<file path="src/rtl/ram_arbiter_mc_pkg.sv">
// Shared definitions for the multi-channel RAM arbiter: FSM states, strobe polarity
// and default access hold times.
package ram_arbiter_mc_pkg;

  typedef enum logic [1:0] {
    ST_IDLE,
    ST_WR_ACT,
    ST_RD_ACT,
    ST_RECOVER
  } state_e;

  localparam logic STROBE_ON  = 1'b0;
  localparam logic STROBE_OFF = 1'b1;

  localparam int unsigned DEF_WR_CYCLES = 6;
  localparam int unsigned DEF_RD_CYCLES = 6;

  function automatic int unsigned idx_width(input int unsigned n);
    return (n > 1) ? $clog2(n) : 1;
  endfunction

endpackage

</file>
<file path="src/rtl/ram_arbiter_mc_if.sv">
// Request/response and RAM-side bus of ram_arbiter_mc; slave is the arbiter's view.
interface ram_arbiter_mc_if
  import ram_arbiter_mc_pkg::*;
#(
  parameter int unsigned ADDR_W = 27,
  parameter int unsigned DATA_W = 16,
  parameter int unsigned ID_W   = 4,
  parameter int unsigned NUM_RD = 4
);
  localparam int unsigned CH_W = idx_width(NUM_RD);

  logic                     wr_valid;
  logic                     wr_ready;
  logic [DATA_W-1:0]        wr_data;
  logic                     wr_new_file;
  logic [NUM_RD-1:0]        rd_valid;
  logic [NUM_RD-1:0]        rd_ready;
  logic [NUM_RD*ADDR_W-1:0] rd_addr;
  logic [NUM_RD*ID_W-1:0]   rd_id;
  logic                     resp_valid;
  logic [DATA_W-1:0]        resp_data;
  logic [CH_W-1:0]          resp_ch;
  logic [ID_W-1:0]          resp_id;
  logic                     update;
  logic [ADDR_W-1:0]        start_addr;
  logic                     wr_wrapped;
  logic [ADDR_W-1:0]        ram_a;
  logic [DATA_W-1:0]        ram_dq_i;
  logic [DATA_W-1:0]        ram_dq_o;
  logic                     ram_cen;
  logic                     ram_oen;
  logic                     ram_wen;

  modport slave (
    input  wr_valid, wr_data, wr_new_file, rd_valid, rd_addr, rd_id, ram_dq_o,
    output wr_ready, rd_ready, resp_valid, resp_data, resp_ch, resp_id,
           update, start_addr, wr_wrapped, ram_a, ram_dq_i, ram_cen, ram_oen, ram_wen
  );

  modport master (
    output wr_valid, wr_data, wr_new_file, rd_valid, rd_addr, rd_id, ram_dq_o,
    input  wr_ready, rd_ready, resp_valid, resp_data, resp_ch, resp_id,
           update, start_addr, wr_wrapped, ram_a, ram_dq_i, ram_cen, ram_oen, ram_wen
  );

endinterface

</file>
<file path="src/rtl/ram_arbiter_mc_rr_picker.sv">
// Combinational round-robin picker: first request at or after ptr, cyclically.
module rr_picker #(
  parameter int unsigned N     = 4,
  parameter int unsigned IDX_W = 2
) (
  input  logic [N-1:0]     req,
  input  logic [IDX_W-1:0] ptr,
  output logic [N-1:0]     gnt,
  output logic [IDX_W-1:0] idx,
  output logic             any
);

  logic [IDX_W-1:0] k;

  always_comb begin
    gnt = '0;
    idx = '0;
    any = 1'b0;
    k   = '0;
    for (int unsigned i = 0; i < N; i++) begin
      k = IDX_W'((32'(ptr) + i) % N);
      if (!any && req[k]) begin
        gnt[k] = 1'b1;
        idx    = k;
        any    = 1'b1;
      end
    end
  end

endmodule

</file>
<file path="src/rtl/ram_arbiter_mc.sv">
// Serialises one write stream and NUM_RD read channels onto a single SRAM port.
// Optional write-starvation guard: define ARB_STARVE_GUARD_EN.
module ram_arbiter_mc
  import ram_arbiter_mc_pkg::*;
#(
  parameter int unsigned ADDR_W       = 27,
  parameter int unsigned DATA_W       = 16,
  parameter int unsigned ID_W         = 4,
  parameter int unsigned NUM_RD       = 4,
  parameter int unsigned WR_CYCLES    = DEF_WR_CYCLES,
  parameter int unsigned RD_CYCLES    = DEF_RD_CYCLES,
  parameter int unsigned WR_ADDR_MAX  = 2**27 - 1,
  parameter int unsigned MAX_WR_BURST = 8
) (
  input logic             clk,
  input logic             reset_n,
  ram_arbiter_mc_if.slave bus
);

  localparam int unsigned CH_W    = idx_width(NUM_RD);
  localparam int unsigned MAX_CYC = (WR_CYCLES > RD_CYCLES) ? WR_CYCLES : RD_CYCLES;
  localparam int unsigned CNT_W   = idx_width(MAX_CYC);

  state_e            state_q, state_d;
  logic [CNT_W-1:0]  cnt_q, cnt_d;
  logic [ADDR_W-1:0] wr_ptr_q, wr_ptr_d;
  logic [ADDR_W-1:0] addr_q, addr_d;
  logic [ADDR_W-1:0] start_addr_q, start_addr_d;
  logic [DATA_W-1:0] wdata_q, wdata_d;
  logic [DATA_W-1:0] rdata_q, rdata_d;
  logic [ID_W-1:0]   id_q, id_d;
  logic [CH_W-1:0]   ch_q, ch_d;
  logic [CH_W-1:0]   rr_ptr_q, rr_ptr_d;
  logic              new_file_q, new_file_d;
  logic              wrapped_q, wrapped_d;
  logic              is_rd_q, is_rd_d;

  logic [NUM_RD-1:0] pick_gnt;
  logic [CH_W-1:0]   pick_idx;
  logic              pick_any;
  logic              starve_block;
  logic              wr_ready;
  logic [NUM_RD-1:0] rd_ready;

  rr_picker #(
    .N    (NUM_RD),
    .IDX_W(CH_W)
  ) u_picker (
    .req(bus.rd_valid),
    .ptr(rr_ptr_q),
    .gnt(pick_gnt),
    .idx(pick_idx),
    .any(pick_any)
  );

`ifdef ARB_STARVE_GUARD_EN
  localparam int unsigned BURST_W = idx_width(MAX_WR_BURST + 1);
  logic [BURST_W-1:0] burst_q, burst_d;

  // Once the limit is hit the write is masked, so the count never exceeds it.
  assign starve_block = (burst_q == BURST_W'(MAX_WR_BURST)) && (|bus.rd_valid);

  always_comb begin
    burst_d = burst_q;
    if (rd_ready != '0)                    burst_d = '0;
    else if (wr_ready && |bus.rd_valid)    burst_d = burst_q + 1'b1;
    else if (!(|bus.rd_valid))             burst_d = '0;
  end

  always_ff @(posedge clk or negedge reset_n) begin
    if (!reset_n) burst_q <= '0;
    else          burst_q <= burst_d;
  end
`else
  assign starve_block = (MAX_WR_BURST == 0) && 1'b0;
`endif

  always_comb begin
    state_d      = state_q;
    cnt_d        = cnt_q;
    wr_ptr_d     = wr_ptr_q;
    addr_d       = addr_q;
    start_addr_d = start_addr_q;
    wdata_d      = wdata_q;
    rdata_d      = rdata_q;
    id_d         = id_q;
    ch_d         = ch_q;
    rr_ptr_d     = rr_ptr_q;
    new_file_d   = new_file_q;
    wrapped_d    = wrapped_q;
    is_rd_d      = is_rd_q;
    wr_ready       = 1'b0;
    rd_ready       = '0;
    bus.resp_valid = 1'b0;
    bus.update     = 1'b0;
    bus.ram_a      = '0;
    bus.ram_dq_i   = '0;
    bus.ram_cen    = STROBE_OFF;
    bus.ram_oen    = STROBE_OFF;
    bus.ram_wen    = STROBE_OFF;

    unique case (state_q)
      ST_IDLE: begin
        cnt_d = '0;
        if (bus.wr_valid && !starve_block) begin
          wr_ready   = 1'b1;
          wdata_d    = bus.wr_data;
          new_file_d = bus.wr_new_file;
          is_rd_d    = 1'b0;
          if (bus.wr_new_file) start_addr_d = wr_ptr_q;
          state_d    = ST_WR_ACT;
        end else if (pick_any) begin
          rd_ready = pick_gnt;
          addr_d   = bus.rd_addr[pick_idx*ADDR_W +: ADDR_W];
          id_d     = bus.rd_id[pick_idx*ID_W +: ID_W];
          ch_d     = pick_idx;
          rr_ptr_d = (32'(pick_idx) == NUM_RD - 1) ? '0 : pick_idx + 1'b1;
          is_rd_d  = 1'b1;
          state_d  = ST_RD_ACT;
        end
      end
      ST_WR_ACT: begin
        bus.ram_a    = wr_ptr_q;
        bus.ram_dq_i = wdata_q;
        bus.ram_cen  = STROBE_ON;
        bus.ram_wen  = STROBE_ON;
        bus.update   = new_file_q && (cnt_q == '0);
        if (cnt_q == CNT_W'(WR_CYCLES - 1)) begin
          if (wr_ptr_q == ADDR_W'(WR_ADDR_MAX)) begin
            wr_ptr_d  = '0;
            wrapped_d = 1'b1;
          end else begin
            wr_ptr_d = wr_ptr_q + 1'b1;
          end
          state_d = ST_RECOVER;
        end else begin
          cnt_d = cnt_q + 1'b1;
        end
      end
      ST_RD_ACT: begin
        bus.ram_a   = addr_q;
        bus.ram_cen = STROBE_ON;
        bus.ram_oen = STROBE_ON;
        if (cnt_q == CNT_W'(RD_CYCLES - 1)) begin
          rdata_d = bus.ram_dq_o;
          state_d = ST_RECOVER;
        end else begin
          cnt_d = cnt_q + 1'b1;
        end
      end
      ST_RECOVER: begin
        bus.resp_valid = is_rd_q;
        state_d        = ST_IDLE;
      end
      default: state_d = ST_IDLE;
    endcase
  end

  assign bus.wr_ready   = wr_ready;
  assign bus.rd_ready   = rd_ready;
  assign bus.resp_data  = rdata_q;
  assign bus.resp_ch    = ch_q;
  assign bus.resp_id    = id_q;
  assign bus.start_addr = start_addr_q;
  assign bus.wr_wrapped = wrapped_q;

  always_ff @(posedge clk or negedge reset_n) begin
    if (!reset_n) begin
      state_q      <= ST_IDLE;
      cnt_q        <= '0;
      wr_ptr_q     <= '0;
      addr_q       <= '0;
      start_addr_q <= '0;
      wdata_q      <= '0;
      rdata_q      <= '0;
      id_q         <= '0;
      ch_q         <= '0;
      rr_ptr_q     <= '0;
      new_file_q   <= 1'b0;
      wrapped_q    <= 1'b0;
      is_rd_q      <= 1'b0;
    end else begin
      state_q      <= state_d;
      cnt_q        <= cnt_d;
      wr_ptr_q     <= wr_ptr_d;
      addr_q       <= addr_d;
      start_addr_q <= start_addr_d;
      wdata_q      <= wdata_d;
      rdata_q      <= rdata_d;
      id_q         <= id_d;
      ch_q         <= ch_d;
      rr_ptr_q     <= rr_ptr_d;
      new_file_q   <= new_file_d;
      wrapped_q    <= wrapped_d;
      is_rd_q      <= is_rd_d;
    end
  end

endmodule

</file>
<file path="src/flat_wrapper.sv">
// flat-port wrapper written by rule: the top's interface ports become plain ports
module ram_arbiter_mc_flat import ram_arbiter_mc_pkg::*;
#(
  parameter int unsigned ADDR_W       = 27,
  parameter int unsigned DATA_W       = 16,
  parameter int unsigned ID_W         = 4,
  parameter int unsigned NUM_RD       = 4,
  parameter int unsigned WR_CYCLES    = DEF_WR_CYCLES,
  parameter int unsigned RD_CYCLES    = DEF_RD_CYCLES,
  parameter int unsigned WR_ADDR_MAX  = 2**27 - 1,
  parameter int unsigned MAX_WR_BURST = 8
)
  (clk, reset_n, bus_wr_valid, bus_wr_data, bus_wr_new_file, bus_rd_valid, bus_rd_addr, bus_rd_id, bus_ram_dq_o, bus_wr_ready, bus_rd_ready, bus_resp_valid, bus_resp_data, bus_resp_ch, bus_resp_id, bus_update, bus_start_addr, bus_wr_wrapped, bus_ram_a, bus_ram_dq_i, bus_ram_cen, bus_ram_oen, bus_ram_wen);
  ram_arbiter_mc_if #(.ADDR_W(ADDR_W), .DATA_W(DATA_W), .ID_W(ID_W), .NUM_RD(NUM_RD)) bus_i ();
  input logic clk;
  input logic reset_n;
  input wire logic [$bits(bus_i.wr_valid)-1:0] bus_wr_valid;
  input wire logic [$bits(bus_i.wr_data)-1:0] bus_wr_data;
  input wire logic [$bits(bus_i.wr_new_file)-1:0] bus_wr_new_file;
  input wire logic [$bits(bus_i.rd_valid)-1:0] bus_rd_valid;
  input wire logic [$bits(bus_i.rd_addr)-1:0] bus_rd_addr;
  input wire logic [$bits(bus_i.rd_id)-1:0] bus_rd_id;
  input wire logic [$bits(bus_i.ram_dq_o)-1:0] bus_ram_dq_o;
  output wire logic [$bits(bus_i.wr_ready)-1:0] bus_wr_ready;
  output wire logic [$bits(bus_i.rd_ready)-1:0] bus_rd_ready;
  output wire logic [$bits(bus_i.resp_valid)-1:0] bus_resp_valid;
  output wire logic [$bits(bus_i.resp_data)-1:0] bus_resp_data;
  output wire logic [$bits(bus_i.resp_ch)-1:0] bus_resp_ch;
  output wire logic [$bits(bus_i.resp_id)-1:0] bus_resp_id;
  output wire logic [$bits(bus_i.update)-1:0] bus_update;
  output wire logic [$bits(bus_i.start_addr)-1:0] bus_start_addr;
  output wire logic [$bits(bus_i.wr_wrapped)-1:0] bus_wr_wrapped;
  output wire logic [$bits(bus_i.ram_a)-1:0] bus_ram_a;
  output wire logic [$bits(bus_i.ram_dq_i)-1:0] bus_ram_dq_i;
  output wire logic [$bits(bus_i.ram_cen)-1:0] bus_ram_cen;
  output wire logic [$bits(bus_i.ram_oen)-1:0] bus_ram_oen;
  output wire logic [$bits(bus_i.ram_wen)-1:0] bus_ram_wen;
  assign bus_i.wr_valid = bus_wr_valid;
  assign bus_i.wr_data = bus_wr_data;
  assign bus_i.wr_new_file = bus_wr_new_file;
  assign bus_i.rd_valid = bus_rd_valid;
  assign bus_i.rd_addr = bus_rd_addr;
  assign bus_i.rd_id = bus_rd_id;
  assign bus_i.ram_dq_o = bus_ram_dq_o;
  assign bus_wr_ready = bus_i.wr_ready;
  assign bus_rd_ready = bus_i.rd_ready;
  assign bus_resp_valid = bus_i.resp_valid;
  assign bus_resp_data = bus_i.resp_data;
  assign bus_resp_ch = bus_i.resp_ch;
  assign bus_resp_id = bus_i.resp_id;
  assign bus_update = bus_i.update;
  assign bus_start_addr = bus_i.start_addr;
  assign bus_wr_wrapped = bus_i.wr_wrapped;
  assign bus_ram_a = bus_i.ram_a;
  assign bus_ram_dq_i = bus_i.ram_dq_i;
  assign bus_ram_cen = bus_i.ram_cen;
  assign bus_ram_oen = bus_i.ram_oen;
  assign bus_ram_wen = bus_i.ram_wen;
  ram_arbiter_mc #(.ADDR_W(ADDR_W), .DATA_W(DATA_W), .ID_W(ID_W), .NUM_RD(NUM_RD), .WR_CYCLES(WR_CYCLES), .RD_CYCLES(RD_CYCLES), .WR_ADDR_MAX(WR_ADDR_MAX), .MAX_WR_BURST(MAX_WR_BURST)) u_core (.clk(clk), .reset_n(reset_n), .bus(bus_i));
endmodule
</file>
<file path="config.mk">
export PLATFORM = sky130hd
export DESIGN_NAME = ram_arbiter_mc_flat
export DESIGN_NICKNAME = d
export VERILOG_FILES = /design/src/rtl/ram_arbiter_mc_pkg.sv /design/src/rtl/ram_arbiter_mc_if.sv /design/src/rtl/ram_arbiter_mc_rr_picker.sv /design/src/rtl/ram_arbiter_mc.sv /design/src/flat_wrapper.sv
export SDC_FILE = /design/constraint.sdc
export NUM_CORES = 1
export LEC_CHECK = 0
export BUFFER_PORTS_ARGS = -buffer_cell sky130_fd_sc_hd__buf_4
export CAP_MARGIN = 20
export CORE_ASPECT_RATIO = 2
export CORE_MARGIN = 2
export CORE_UTILIZATION = 54
export CTS_CLUSTER_DIAMETER = 150
export DETAILED_ROUTE_END_ITERATION = 8
export PLACE_DENSITY = 0.89
export SYNTH_ARGS = -nofsm -noshare
export SYNTH_HDL_FRONTEND = slang
export SYNTH_SLANG_ARGS = --single-unit
</file>
<file path="constraint.sdc">
create_clock -name clk -period 5.25 [get_ports clk]
set_clock_uncertainty 0.1 [all_clocks]
set_input_delay 0.7875 -clock clk [delete_from_list [all_inputs] [get_ports clk]]
set_output_delay 0.7875 -clock clk [all_outputs]
set_load 0.02 [all_outputs]
</file>
==> results.md, run 1 <==
* Worst Path Class, Setup: reg -> out
* Via count at 6464
* Slew HR at 35.3%
* Placed Area at between 0.009 and 0.01 sq mm
* Post-CTS Resized at 0
* First-pass GRT wire length at 33400 um
* Gr ovfl total at 0
* Fin. Hold Viols at 0
* CP Max Fanout at 19
* PwrDens at between 500 and 600 mW/mm^2
* CP startpoint: u_core.rr_ptr_q[0]$_DFFE_PN0P_
* Multi-input gate area at between 0.003 and 0.004 sq mm
* Peak supply drop at between 400 and 500 uV
* Antenna-violating nets left at 0
* Syn Nets at a little over 800
* Register area share after synthesis at 45.9%
* CTS tree: built
* Lkg Pwr at 4.79 nW
* Fill cells at 872
* Routability cong. at 0.962
* Final core utilization at around 76%
* Total setup buffers inserted after CTS at 0
* R2R depth at 9
* Net Switching at 2.21 mW
* WL/cell at 20.4 um
* Sink Count at roughly 130
* Hold Path Stages at 2
* Crit path DAT at around 3100 ps
* Hold Crit Class: reg -> reg
* GRT Resource Usage Total at a little under a third
* Vias in the first global route at about 6500
* Worst-Skew Late Latency at 430 ps
* Clock share of power at approximately 22%
* Unique masters post-synth at 50
* Warnings from Yosys at 0
* Final Setup Violations at 0
* End of the worst register-to-register path: u_core.addr_q[13]$_DFFE_PN0P_
* Total die area at 0.0140 sq mm
* Worst min-delay path startpoint: u_core.new_file_q$_DFFE_PN0P_
* P_int at ~3.1 mW
* Worst reg-to-reg setup slack at around 1400 ps
* Cell area after synthesis at between 0.007 and 0.008 sq mm
* Switching Fraction at between 40% and 50%
* Final instance area at about 0.0097 sq mm
* Initial antenna violation count at 0
* Pin count of the biggest net entering global routing at 79
* Row cnt at ~60
* Worst setup SP type: flop
* Ys flop type: dfrtp_1
* Pins Over Slew Limit at 0
* RR Startpoint: u_core.rr_ptr_q[0]$_DFFE_PN0P_
* Port Buffers at between 200 and 300
* Vias/cell at just over 6
* CTS Buf Count at 17
* DR pass1 iterations at 5
* Post-synth ARST share at 100%
* Crit path capture type: output pin
* Outcome: complete, no violations
* Clock transition at path regs at 70 ps
* Critical Path RT at 4360 ps
* Die Span Y at 165 um
* Fin crit share at around three quarters
* Final setup TNS at 0 ps
* I/O pin cnt at around 270
* Avg Cell Area, Syn at between 10 and 15 sq um
* Clk buf depth at 2
* Hold-fix buffers, CTS at 0
* Slew @ Worst Pin at 967 ps
* # DRC at 0
* Clock root buffer: clkbuf_16
* Core area at roughly 0.013 sq mm
* Fmax at about 0.25 GHz
* Initial Util at between 50% and 60%
* # H-tree levels at 4
* Unrepaired setup endpoints after global routing: false
* Comb power frac at 48.6%
* Flop pwr share at roughly 29%
* Drt initial violations at 508
* Number of synthesized flops with an enable pin at 0
* Cells after Synth at 641
* Max_cap viols at 0
* Drt total wl at about 22000 um
* Final critical-path required period at between 4000 and 5000 ps
* Hold path endpoint: u_core.new_file_q$_DFFE_PN0P_
* Antenna diodes at 0
* Die X at 84.7 um
* Share of cells above drive strength 1 at ~45%
* Area growth syn-to-layout at 38.0%
* FF/Latch Area at about 0.0032 sq mm
* Number of synthesized register bits at 129
* Hpwl dp at around 16000 um
* Nets@finish at 1073
==> cells in the mapped netlist (13+ instances only) <==
master,n,area share (%)
dfrtp_1,129,46
mux2_2,58,9.3
nor2_1,58,3.1
nand3_1,41,2.9
nand2_1,34,1.8
mux2i_1,32,4.6
a22oi_1,31,3.3
a32oi_1,31,3.9
o211ai_2,26,4.6
clkbuf_1,25,1.3
and2_1,23,2.0
ha_1,17,3.0
o21ai_0,13,0.93
==> critical path, stage by stage (launching register included) <==
cell and delay [ps]:
dfrtp_1 810, inv_1 230, ha_1 450, mux4_2 410
nor2b_4 250, a22oi_1 130, nor2_1 110, a221oi_1 50
nor2_1 100, buf_4 160
==> routing by layer <==
metal | wire, um | track usage (%)
met1 | 7570 | 34.9
met2 | 11000 | 52.9
met3 | 2110 | 8.55
met4 | 852 | 14.3
met5 | 0 | 0
==> layout make-up <==
class,instances,share of cell area [%]
clock buffers,18,4.53
clock inverters,14,1.47
inverters,13,0.503
multi-input cells,456,36.7
flip-flops and latches,129,33.3
well taps,152,1.96
repair buffers,275,21.5
==> through the flow <==
step           total power [mW]  worst slack (ps)  hold WS (ps)  instances
2_1_floorplan              3.23              2080           340        641
3_3_place_gp               3.91              1640           354       1022
3_5_place_dp               4.03              1430           356       1023
4_1_cts                    5.21              1280           370       1055
5_1_grt                    5.52              1020           406       1057
6_report                   5.27              1230           372       1057
==> registers in the layout, summed over array words and instances (netlist names) <==
register and cells:
u_core.cnt_q 3, u_core.bus.resp_data 16, u_core.bus.resp_ch 2, u_core.bus.resp_id 4
u_core.bus.start_addr 27, u_core.new_file_q 1, u_core.state_q 2, u_core.addr_q 27
u_core.is_rd_q 1, u_core.wdata_q 16, u_core.wr_ptr_q 27, u_core.rr_ptr_q 2
u_core.bus.wr_wrapped 1
==> power groups by stage <==
stage / clock [mW] / combinational [mW] / sequential, mW
floorplan: 0 / 1.68 / 1.55
global placement: 0 / 2.39 / 1.52
detailed placement: 0 / 2.50 / 1.54
CTS: 1.19 / 2.50 / 1.53
global route: 1.23 / 2.73 / 1.56
finish: 1.18 / 2.56 / 1.54
==> layout by cell type (no fill, tap or decap), types with 3 or more instances in the layout <==
master / instances
mux2i_1: 32
ha_1: 16
inv_8: 3
nand4_1: 5
buf_4: 272
nand3_1: 41
xnor2_1: 11
a21oi_1: 5
inv_1: 12
nor2_1: 58
a22oi_1: 31
nor3_1: 6
clkbuf_16: 17
mux4_2: 3
a221oi_1: 4
o211ai_1: 8
o211ai_2: 26
mux2_2: 58
o21ai_0: 13
nand2_1: 33
inv_6: 6
a32oi_1: 31
dfrtp_1: 129
xor2_1: 12
and3_1: 8
and2_1: 23
and4_1: 4
==> cell families after synthesis <==
logic type / Yosys count / share of synthesized area [%]
multiplexers: 93 / 14.8
XOR/XNOR: 23 / 2.87
flip-flops: 129 / 45.9
buffers and inverters: 56 / 3.60
adder cells (fa/ha/maj): 17 / 3.03
AO/OA/AOI/OAI: 126 / 15.4
AND/OR/NAND/NOR: 197 / 14.3
==> worst max-delay path by stage <==
stage | to | slack [ps] | cells after the start
after floorplan | bus_rd_ready[0] | 2080 | 10
after global placement | u_core.rr_ptr_q[0]$_DFFE_PN0P_ | 1640 | 10
after detailed placement | u_core.addr_q[13]$_DFFE_PN0P_ | 1430 | 9
after CTS | bus_rd_ready[0] | 1280 | 9
after global routing | bus_rd_ready[3] | 1020 | 9
final | bus_rd_ready[0] | 1230 | 9
(Power assumes the default switching activity.)
==> inputs of run 2 (changes only) <==
--- a/config.mk
+++ b/config.mk
@@ -9,10 +9,10 @@
 export CAP_MARGIN = 20
 export CORE_ASPECT_RATIO = 2
 export CORE_MARGIN = 2
-export CORE_UTILIZATION = 54
+export CORE_UTILIZATION = 50
 export CTS_CLUSTER_DIAMETER = 150
 export DETAILED_ROUTE_END_ITERATION = 8
-export PLACE_DENSITY = 0.89
+export PLACE_DENSITY = 0.83
 export SYNTH_ARGS = -nofsm -noshare
 export SYNTH_HDL_FRONTEND = slang
 export SYNTH_SLANG_ARGS = --single-unit
==> constraint.sdc (replaced) <==
create_clock -name clk -period 4 [get_ports clk]
set_clock_uncertainty 0.1 [all_clocks]
set_input_delay 0.6 -clock clk [delete_from_list [all_inputs] [get_ports clk]]
set_output_delay 0.6 -clock clk [all_outputs]
set_load 0.02 [all_outputs]
==> results.md, run 2 (synthesis gave the netlist of run 1 again) <==
* Initial Util at about half
* Final setup TNS at 0 ps
* Pin count of the biggest net entering global routing at 87
* Hold-fix buffers, CTS at 0
* Placed Cells at approximately 1100
* Die X at a little under 90 um
* Slew HR at approximately 34%
* Clock transition at path regs at around 60 ps
* Multi-input gate area at around 0.0036 sq mm
* Outcome: complete, no violations
* Pins Over Slew Limit at 0
* Busiest layer in global routing: met2
* Fin. Hold Viols at 0
* Cell mode on critical path: nor2_1
* Share of cells above drive strength 1 at between 40 and 50%
* Crit-path max cell delay at approximately 500 ps
* Max_cap viols at 0
* Post-Layout Cell Count at 1097
* Fmax at 0.294 GHz
* Initial antenna violation count at 0
* Clk buf depth at 2
* GRT Resource Usage Total at a little over a quarter
* Most frequent cells in the layout: buf_4, dfrtp_1, nor2_1, mux2_2, nand3_1
* Area growth syn-to-layout at 39.0%
* Hold Crit Class: in -> async
* Flop pwr share at 28.7%
* # DRC at 0
* Final core utilization at between 70% and 80%
* Commonest non-fill, non-tap cell in the layout: buf_4
* Vias in the first global route at 6289
* Worst hold slack at between 100 and 150 ps
* Crit path capture type: output pin
* Total die area at roughly 0.015 sq mm
* Worst Path Class, Setup: reg -> out
* Critical Path RT at 3300 ps
* Nets@finish at 1076
* # H-tree levels at 4
* Row cnt at 61
* Lkg Pwr at 4.80 nW
* Drt total wl at 20700 um
* Drt initial violations at 311
* PwrDens at 701 mW/mm^2
* Hpwl dp at approximately 15000 um
* RR Startpoint: u_core.rr_ptr_q[1]$_DFFE_PN0P_
* Peak supply drop at approximately 530 uV
* Tot Pwr at 6.85 mW
* Clock root buffer: clkbuf_16
* Net Switching at 2.80 mW
* Grt met1 use at roughly a third
* CTS Buf Count at 17
* Clock share of power at between 20% and 30%
* FF/Latch Area at 0.00323 sq mm
* Antenna-violating nets left at 0
* First-pass GRT wire length at about 32000 um
* Unrepaired setup endpoints after global routing: false
* Port Buffers at around 270
* Antenna diodes at 0
* Gr ovfl total at 0
* Slew @ Worst Pin at ~990 ps
* End of the worst register-to-register path: u_core.rr_ptr_q[0]$_DFFE_PN0P_
* Crit path DAT at roughly 2700 ps
* R2R depth at 10
* Die Span Y at ~170 um
* WL/cell at 18.8 um
* Worst-Skew Late Latency at around 410 ps
* Comb power frac at between 40% and 50%
* Worst setup SP type: flop
* Via count at 6136
* Final Setup Violations at 0
* Worst reg-to-reg setup slack at between 600 and 700 ps
* Vias/cell at between 5 and 6
* Final critical-path required period at 3400 ps
* CP Max Fanout at 8
* Met3 Track Usage GR at approximately 5.3%
* Post-CTS Resized at 0
* Critical-path cell list: inv_1 > ha_1 > mux4_2 > nor2b_4 > a22oi_1 > nor2_1 > a221oi_1 > nor2_1 > buf_4
* Sink Count at 129
* P_int at roughly 4.0 mW
* CTS tree: built
* Critical path's slowest cell: dfrtp_1
* Core area at about 0.014 sq mm
* DR pass1 iterations at 5
* Switching Fraction at just over 40%
* Routability cong. at ~0.93
* Met2 usage at about 47%
* I/O pin cnt at 267
* Fin crit share at between 80 and 90%
* Fill cells at between 1000 and 1500
* Total setup buffers inserted after CTS at 0
run 2: changes by cell type in the layout (fill, tap and decap cells not counted), moves of 2 or more:
cell      previous run  this run
clkinv_2             2         0
inv_6                6         8
inv_8                3         1
buf_4              272       276
run 2: per-stage QoR:
step                      area (sq um)  setup slack [ps]
final                             9770               597
after global routing              9770               424
after CTS                         9770               609
after floorplan                   7030              1020
after detailed placement          9180               704
after global placement            9180               786
run 2: how the worst max path moves through the flow:
stage / start / endpoint / slack, ps
floorplan: u_core.rr_ptr_q[0]$_DFFE_PN0P_ / bus_rd_ready[0] / 1020
global placement: u_core.rr_ptr_q[1]$_DFFE_PN0P_ / u_core.rr_ptr_q[0]$_DFFE_PN0P_ / 790
detailed placement: u_core.rr_ptr_q[1]$_DFFE_PN0P_ / u_core.rr_ptr_q[0]$_DFFE_PN0P_ / 700
CTS: u_core.rr_ptr_q[1]$_DFFE_PN0P_ / bus_rd_ready[3] / 610
global route: u_core.rr_ptr_q[1]$_DFFE_PN0P_ / bus_rd_ready[1] / 420
finish: u_core.rr_ptr_q[1]$_DFFE_PN0P_ / bus_rd_ready[3] / 600
run 2: cell type report:
cell class                      count  share of cell area, %
Multi-Input combinational cell    456                   36.4
Clock inverter                     14                   1.69
Sequential cell                   129                   33.0
Inverter                           13                  0.499
Clock buffer                       18                   4.39
Timing Repair Buffer              278                   21.5
Tap cell                          189                   2.42
run 2: metal layers:
layer	wire length (um)	vias to the layer above
met5	0	-
met4	752	0
met3	1110	58
met2	11100	228
met1	7740	2981
li1	-	2869
run 2: worst max-delay path: cells and delay by family (launching register included):
family                   cells  cell delay [ps]
multiplexers                 1              410
buffers and inverters        2              320
AO/OA/AOI/OAI                2              170
AND/OR/NAND/NOR              3              480
flip-flops                   1              510
adder cells (fa/ha/maj)      1              410
run 2: power by group through the flow:
stage	Combinational (mW)	Clock, mW	Sequential, mW
6_report	3.31	1.58	1.96
5_1_grt	3.56	1.66	2.00
4_1_cts	3.32	1.60	1.96
3_5_place_dp	3.31	0	1.97
3_3_place_gp	3.25	0	1.96
2_1_floorplan	2.21	0	2.04
